## src/rtl/wb_arbiter_pkg.sv

```systemverilog
// rtl/wb_arbiter_pkg.sv - shared register-file write-back definitions
package wb_arbiter_pkg;

    localparam int RegNumLog2 = 5;

    typedef logic [31:0]           RegBus;
    typedef logic [RegNumLog2-1:0] RegAddrBus;

    localparam logic  WriteEnable        = 1'b1;
    localparam logic  RstEnable          = 1'b1;
    localparam RegBus ZeroWord           = 32'h0000_0000;
    localparam int    WbFifoDepthDefault = 2;

endpackage

```

## src/rtl/wb_result_fifo.sv

```systemverilog
// rtl/wb_result_fifo.sv - multi-cycle result buffer with kill and hazard compares
module wb_result_fifo
    import wb_arbiter_pkg::*;
#(
    parameter int DEPTH = WbFifoDepthDefault,
    localparam int PW = $clog2(DEPTH),
    localparam int CW = PW + 1
) (
    input  logic          clk,
    input  logic          rst,
    input  logic          push,
    input  RegAddrBus     push_addr,
    input  RegBus         push_data,
    input  logic          pop,
    input  logic          kill_en,
    input  RegAddrBus     kill_addr,
    input  RegAddrBus     rd_addr1,
    input  RegAddrBus     rd_addr2,
    output logic          hazard1,
    output logic          hazard2,
    output logic          head_occ,
    output logic          head_valid,
    output RegAddrBus     head_addr,
    output RegBus         head_data,
    output logic [CW-1:0] count
);

    logic [DEPTH-1:0] vld;
    RegAddrBus        addr_q [DEPTH];
    RegBus            data_q [DEPTH];
    logic [PW-1:0]    rd_ptr;
    logic [PW-1:0]    wr_ptr;

    // vld is cleared on pop, so vld alone marks occupied-and-valid slots
    always_ff @(posedge clk) begin
        if (rst == RstEnable) begin
            count  <= '0;
            rd_ptr <= '0;
            wr_ptr <= '0;
            vld    <= '0;
        end else begin
            for (int i = 0; i < DEPTH; i++) begin
                if (kill_en && vld[i] && (addr_q[i] == kill_addr)) begin
                    vld[i] <= 1'b0;
                end
            end
            if (pop) begin
                vld[rd_ptr] <= 1'b0;
                rd_ptr      <= rd_ptr + PW'(1);
            end
            if (push) begin
                vld[wr_ptr]    <= 1'b1;
                addr_q[wr_ptr] <= push_addr;
                data_q[wr_ptr] <= push_data;
                wr_ptr         <= wr_ptr + PW'(1);
            end
            case ({push, pop})
                2'b10:   count <= count + 1'b1;
                2'b01:   count <= count - 1'b1;
                default: count <= count;
            endcase
        end
    end

    always_comb begin
        hazard1 = 1'b0;
        hazard2 = 1'b0;
        for (int i = 0; i < DEPTH; i++) begin
            if (vld[i] && (rd_addr1 != '0) && (addr_q[i] == rd_addr1)) hazard1 = 1'b1;
            if (vld[i] && (rd_addr2 != '0) && (addr_q[i] == rd_addr2)) hazard2 = 1'b1;
        end
    end

    assign head_occ   = (count != '0);
    assign head_valid = vld[rd_ptr];
    assign head_addr  = addr_q[rd_ptr];
    assign head_data  = data_q[rd_ptr];

endmodule

```

## src/rtl/wb_arbiter.sv

```systemverilog
// rtl/wb_arbiter.sv - register-file write port arbiter (optional WB_MC_BYPASS_EN)
module wb_arbiter
    import wb_arbiter_pkg::*;
#(
    parameter int FIFO_DEPTH = WbFifoDepthDefault
) (
    input  logic        clk,
    input  logic        rst,
    input  logic        pipe_we,
    input  logic [4:0]  pipe_waddr,
    input  logic [31:0] pipe_wdata,
    input  logic        mc_valid,
    output logic        mc_ready,
    input  logic [4:0]  mc_waddr,
    input  logic [31:0] mc_wdata,
    input  logic [4:0]  rd_addr1,
    input  logic [4:0]  rd_addr2,
    output logic        hazard1,
    output logic        hazard2,
    output logic        stall_req,
    output logic        we,
    output logic [4:0]  waddr,
    output logic [31:0] wdata
);

    localparam int CW = $clog2(FIFO_DEPTH) + 1;
    localparam logic [CW-1:0] FULL = CW'(FIFO_DEPTH);

    logic          pipe_sel;
    logic          fifo_sel;
    logic          bypass;
    logic          push;
    logic          pop;
    logic          not_full;
    logic          head_occ;
    logic          head_valid;
    RegAddrBus     head_addr;
    RegBus         head_data;
    logic [CW-1:0] count;
    logic          fifo_haz1;
    logic          fifo_haz2;

    assign pipe_sel = pipe_we && (pipe_waddr != '0);
    assign fifo_sel = !pipe_sel && head_occ && head_valid;
    assign not_full = (count < FULL);

`ifdef WB_MC_BYPASS_EN
    assign bypass = (count == '0) && !pipe_sel && mc_valid && (mc_waddr != '0);
`else
    assign bypass = 1'b0;
`endif

    // killed heads drain silently even while the pipeline owns the port
    assign pop  = head_occ && (!head_valid || fifo_sel);
    assign push = mc_valid && not_full && (mc_waddr != '0) && !bypass
                  && !(pipe_sel && (mc_waddr == pipe_waddr));

    wb_result_fifo #(.DEPTH(FIFO_DEPTH)) u_fifo (
        .clk        (clk),
        .rst        (rst),
        .push       (push),
        .push_addr  (mc_waddr),
        .push_data  (mc_wdata),
        .pop        (pop),
        .kill_en    (pipe_sel),
        .kill_addr  (pipe_waddr),
        .rd_addr1   (rd_addr1),
        .rd_addr2   (rd_addr2),
        .hazard1    (fifo_haz1),
        .hazard2    (fifo_haz2),
        .head_occ   (head_occ),
        .head_valid (head_valid),
        .head_addr  (head_addr),
        .head_data  (head_data),
        .count      (count)
    );

    always_comb begin
        we        = 1'b0;
        waddr     = '0;
        wdata     = ZeroWord;
        mc_ready  = 1'b0;
        stall_req = 1'b0;
        hazard1   = 1'b0;
        hazard2   = 1'b0;
        if (rst != RstEnable) begin
            mc_ready  = not_full;
            stall_req = (count == FULL);
            hazard1   = fifo_haz1;
            hazard2   = fifo_haz2;
            if (pipe_sel) begin
                we    = WriteEnable;
                waddr = pipe_waddr;
                wdata = pipe_wdata;
            end else if (fifo_sel) begin
                we    = WriteEnable;
                waddr = head_addr;
                wdata = head_data;
            end else if (bypass) begin
                we    = WriteEnable;
                waddr = mc_waddr;
                wdata = mc_wdata;
            end
        end
    end

endmodule

```

## config.mk

```make
export PLATFORM = sky130hd
export DESIGN_NAME = wb_arbiter
export DESIGN_NICKNAME = d
export VERILOG_FILES = /design/src/rtl/wb_arbiter_pkg.sv /design/src/rtl/wb_result_fifo.sv /design/src/rtl/wb_arbiter.sv
export SDC_FILE = /design/constraint.sdc
export NUM_CORES = 1
export LEC_CHECK = 0
export ABC_AREA = 1
export CAP_MARGIN = 20
export CORE_ASPECT_RATIO = 1.5
export CORE_UTILIZATION = 52
export DETAILED_ROUTE_END_ITERATION = 8
export GPL_ROUTABILITY_DRIVEN = 0
export GPL_TIMING_DRIVEN = 0
export PLACE_DENSITY = 0.87
export SETUP_SLACK_MARGIN = 0.15
export SLEW_MARGIN = 20
export SYNTH_ARGS = -nofsm -noshare
export SYNTH_HDL_FRONTEND = slang
export SYNTH_HIERARCHICAL = 1
export SYNTH_SLANG_ARGS = --single-unit
```

## constraint.sdc

```tcl
create_clock -name clk -period 15 [get_ports clk]
set_input_delay 3 -clock clk [delete_from_list [all_inputs] [get_ports clk]]
set_output_delay 3 -clock clk [all_outputs]
set_load 0.02 [all_outputs]
```

==> impl_metrics.tcl <==
set metrics [dict create \
    final-max-slew-violation-count 0 \
    synthDominantAreaCellType "edfxtp_1" \
    timing.final.crit_period_ps 8170 \
    crit_path_frequent_cell "clkdlybuf4s50_1" \
    max-slew-margin-rel 0.621 \
    numPortBuffers 128 \
    timing_hold_violations_final 0 \
    buf_inv_on_cp 3 \
    layout-area-overhead-vs-synth_pct 38.5 \
    synthesis.instances 466 \
    finalSetupViolations 0 \
    globalRouteOverflowTotal 0 \
    synth.area.top_cells "edfxtp_1 48%, mux2_4 9.8%, nand2_1 7.9%, nand3_1 7.5%, a21oi_1 4.7%" \
    drv_cap 0 \
    footprint_of_the_multi_input_gates_sq_um 1850 \
    postCtsHoldBufs 0 \
    run_status "complete, no violations" \
    cp_data_required_time_ps 12000 \
    mappedNetlistArea_sq_um 4590 \
    critPathCaptureType "primary output" \
    clock_latency_reported_for_the_late_side_of_the_worst_skew_pair_ps 340 \
    cts_buffer_depth 2 \
    diodes 0 \
    cts.reportedPaths.clkPinSlew_ps 60 \
    final.setup.tns_ps 0 \
    start_kind "input pin" \
    synth_top_area_share 0.484 \
    worst_path_max_delay_cell "clkdlybuf4s50_1" \
    synthesis.area_per_instance_sq_um 9.85 \
    sequential_to_total_area_share_from_yosys_stat 0.515 \
    timing.critical_path.fanout_max 10 \
    num-fill-cells 592 \
    clock_tree.root_cell "clkbuf_16" \
    synth-async-reset-ratio 0 \
    postSynthNetCount 555 \
    power.ir.vdd_worst_mv 0.104 \
    worst-slew-pin-transition_ps 569 \
    crit_arrival_ps 5170 \
    ys.flop_type "edfxtp_1" \
    tritoncts "built" \
    fin_nets 699 \
    h-tree-depth 3 \
    maximum_number_of_pins_on_one_net_before_global_route_repair 20 \
    io-pin-count 130 \
    drt_iter0_markers 376 \
    top_cell_family_by_delay_on_the_critical_path "buffers and inverters" \
    die_width_um 78.7 \
    power_density_nw_per_um2 121 \
    finClkSkew_ps 3.02 \
    leakage_power_total_nw 2.48 \
    post_drt_via_cell_ratio 5.60 \
    vias 4046 \
    numClockSinks 81 \
    number_of_resized_instances_in_the_post_cts_repair_step 0 \
    postSynthRegisterBits 81 \
    worstSetupPathType "in -> out" \
    timing.critical_path.cells "clkdlybuf4s50_1 > nor2_2 > nand3_4 > nand2_4 > buf_6 > nand3_2 > a21oi_1 > clkdlybuf4s50_1" \
    placement_rows 41 \
    synthesis.yosys.warnings 6 \
    tritoncts.num_buffers 9 \
    yosys.cell_count.top_type "nand2_1" \
    global_route_wire_length_before_repair_um 19600 \
    post-place-cells 706 \
    cp_slowest_stage_delay_ps 640 \
    wl_per_cell_um 17.7 \
    postCtsSetupRepairBufs 0 \
    ff_latch_area_sq_um 2360 \
    detailed_place_hpwl_um 9500 \
    synth_cell_type_count 28 \
    grt_usage 0.289 \
    final_util 0.751 \
    drive_above_1_share 0.130 \
    post_layout_nonfiller_instances 722 \
    die-area_sq_um 9210 \
    min-delay-path-class "reg -> reg" \
    drt.antenna.violating_nets 0 \
    post_synth_most_frequent_cells "96 x nand2_1, 74 x edfxtp_1, 69 x nand3_1" \
    number_of_global_route_vias_before_repair 4208 \
    drt-pass1-iter-count 5 \
    synth_edf_count 74 \
    initial_utilization 0.542 \
    floorplan.die.height_um 117 \
    routed_wl_um 12800 \
    highest_clock_frequency_the_design_can_meet_mhz 122 \
    grt_antenna_before_repair 0 \
    post-route-drc-count 0 \
    timing.final.crit_share 0.545 \
    placeableCoreArea_sq_um 8460 \
    rsz0062_at_grt "false" \
]
placed cells by master, fill, tap and decap left out, drive strengths merged, types with 5 or more instances in the layout:
master,synthesis,routed
clkbuf,9,19
xnor2,10,10
a21oi,43,43
clkdlybuf4s50,0,128
buf,15,20
o21ai,12,12
clkinv,1,5
inv,49,49
nor2,28,28
edfxtp,74,74
nand3,80,80
dfxtp,7,7
nand2,97,97
mux2,32,32
logic make-up after synthesis:
logic type      Yosys count  synth area share
compound gates           56            0.0616
flops                    81             0.515
mux                      32             0.103
buf+inv                  74            0.0821
fa+ha+maj                 1           0.00273
xor+xnor                 12            0.0229
simple gates            210             0.213
power by group:
part | internal (mW) | switching [mW] | total (mW)
Clock | 0.128 | 0.0837 | 0.211
Combinational | 0.137 | 0.132 | 0.270
Sequential | 0.273 | 0.0117 | 0.285
Total | 0.538 | 0.228 | 0.766
worst register-to-register path, delay by kind of cell, from the launching register on:
family / cells / cell delay [ps]
buffers and inverters: 5 / 870
flip-flops: 1 / 320
AND/OR/NAND/NOR: 2 / 250
AO/OA/AOI/OAI: 1 / 170
metal layers:
layer  track usage  vias to the layer above  part of all wire
li1              -                     1880                 -
met1         0.277                     1923              0.34
met3        0.0628                       47             0.057
met4         0.172                        0             0.042
met2         0.556                      196              0.56
met5             0                        -                 0
through the flow:
| stage | area [sq um] | hold slack (ps) | total power, mW | setup WS, ps |
|---|---|---|---|---|
| floorplan | 4590 | 462 | 0.472 | 8090 |
| global placement | 6000 | 477 | 0.542 | 6020 |
| detailed placement | 6070 | 494 | 0.554 | 6870 |
| CTS | 6350 | 511 | 0.766 | 6830 |
| global route | 6350 | 545 | 0.797 | 6740 |
| finish | 6350 | 516 | 0.766 | 6830 |
registers in the layout (all words and copies together) (netlist names), named ones only:
name	count
u_fifo/vld	2
u_fifo/addr_q	10
u_fifo/wr_ptr	1
u_fifo/rd_ptr	1
u_fifo/data_q	64
u_fifo/count	2
final timing paths:
path / startpoint / to / slack (ps) / cells past startpoint
hold reg to reg: u_fifo/wr_ptr$_SDFFE_PP0P_ / u_fifo/wr_ptr$_SDFFE_PP0P_ / 520 / 2
hold / removal: u_fifo/wr_ptr$_SDFFE_PP0P_ / u_fifo/wr_ptr$_SDFFE_PP0P_ / 520 / 2
setup reg to reg: u_fifo/count[1]$_SDFFE_PP0P_ / u_fifo/data_q[0][28]$_DFFE_PP_ / 13080 / 8
setup / recovery: pipe_waddr[4] / waddr[0] / 6830 / 8
final cells by class:
type,count,share of cell area
Clock inverter,6,0.00926
Sequential cell,81,0.372
Buffer,24,0.0297
Tap cell,107,0.0211
Multi-Input combinational cell,311,0.292
Inverter,50,0.0295
Clock buffer,10,0.0360
Timing Repair Buffer,133,0.211
(Power assumes the default switching activity.)
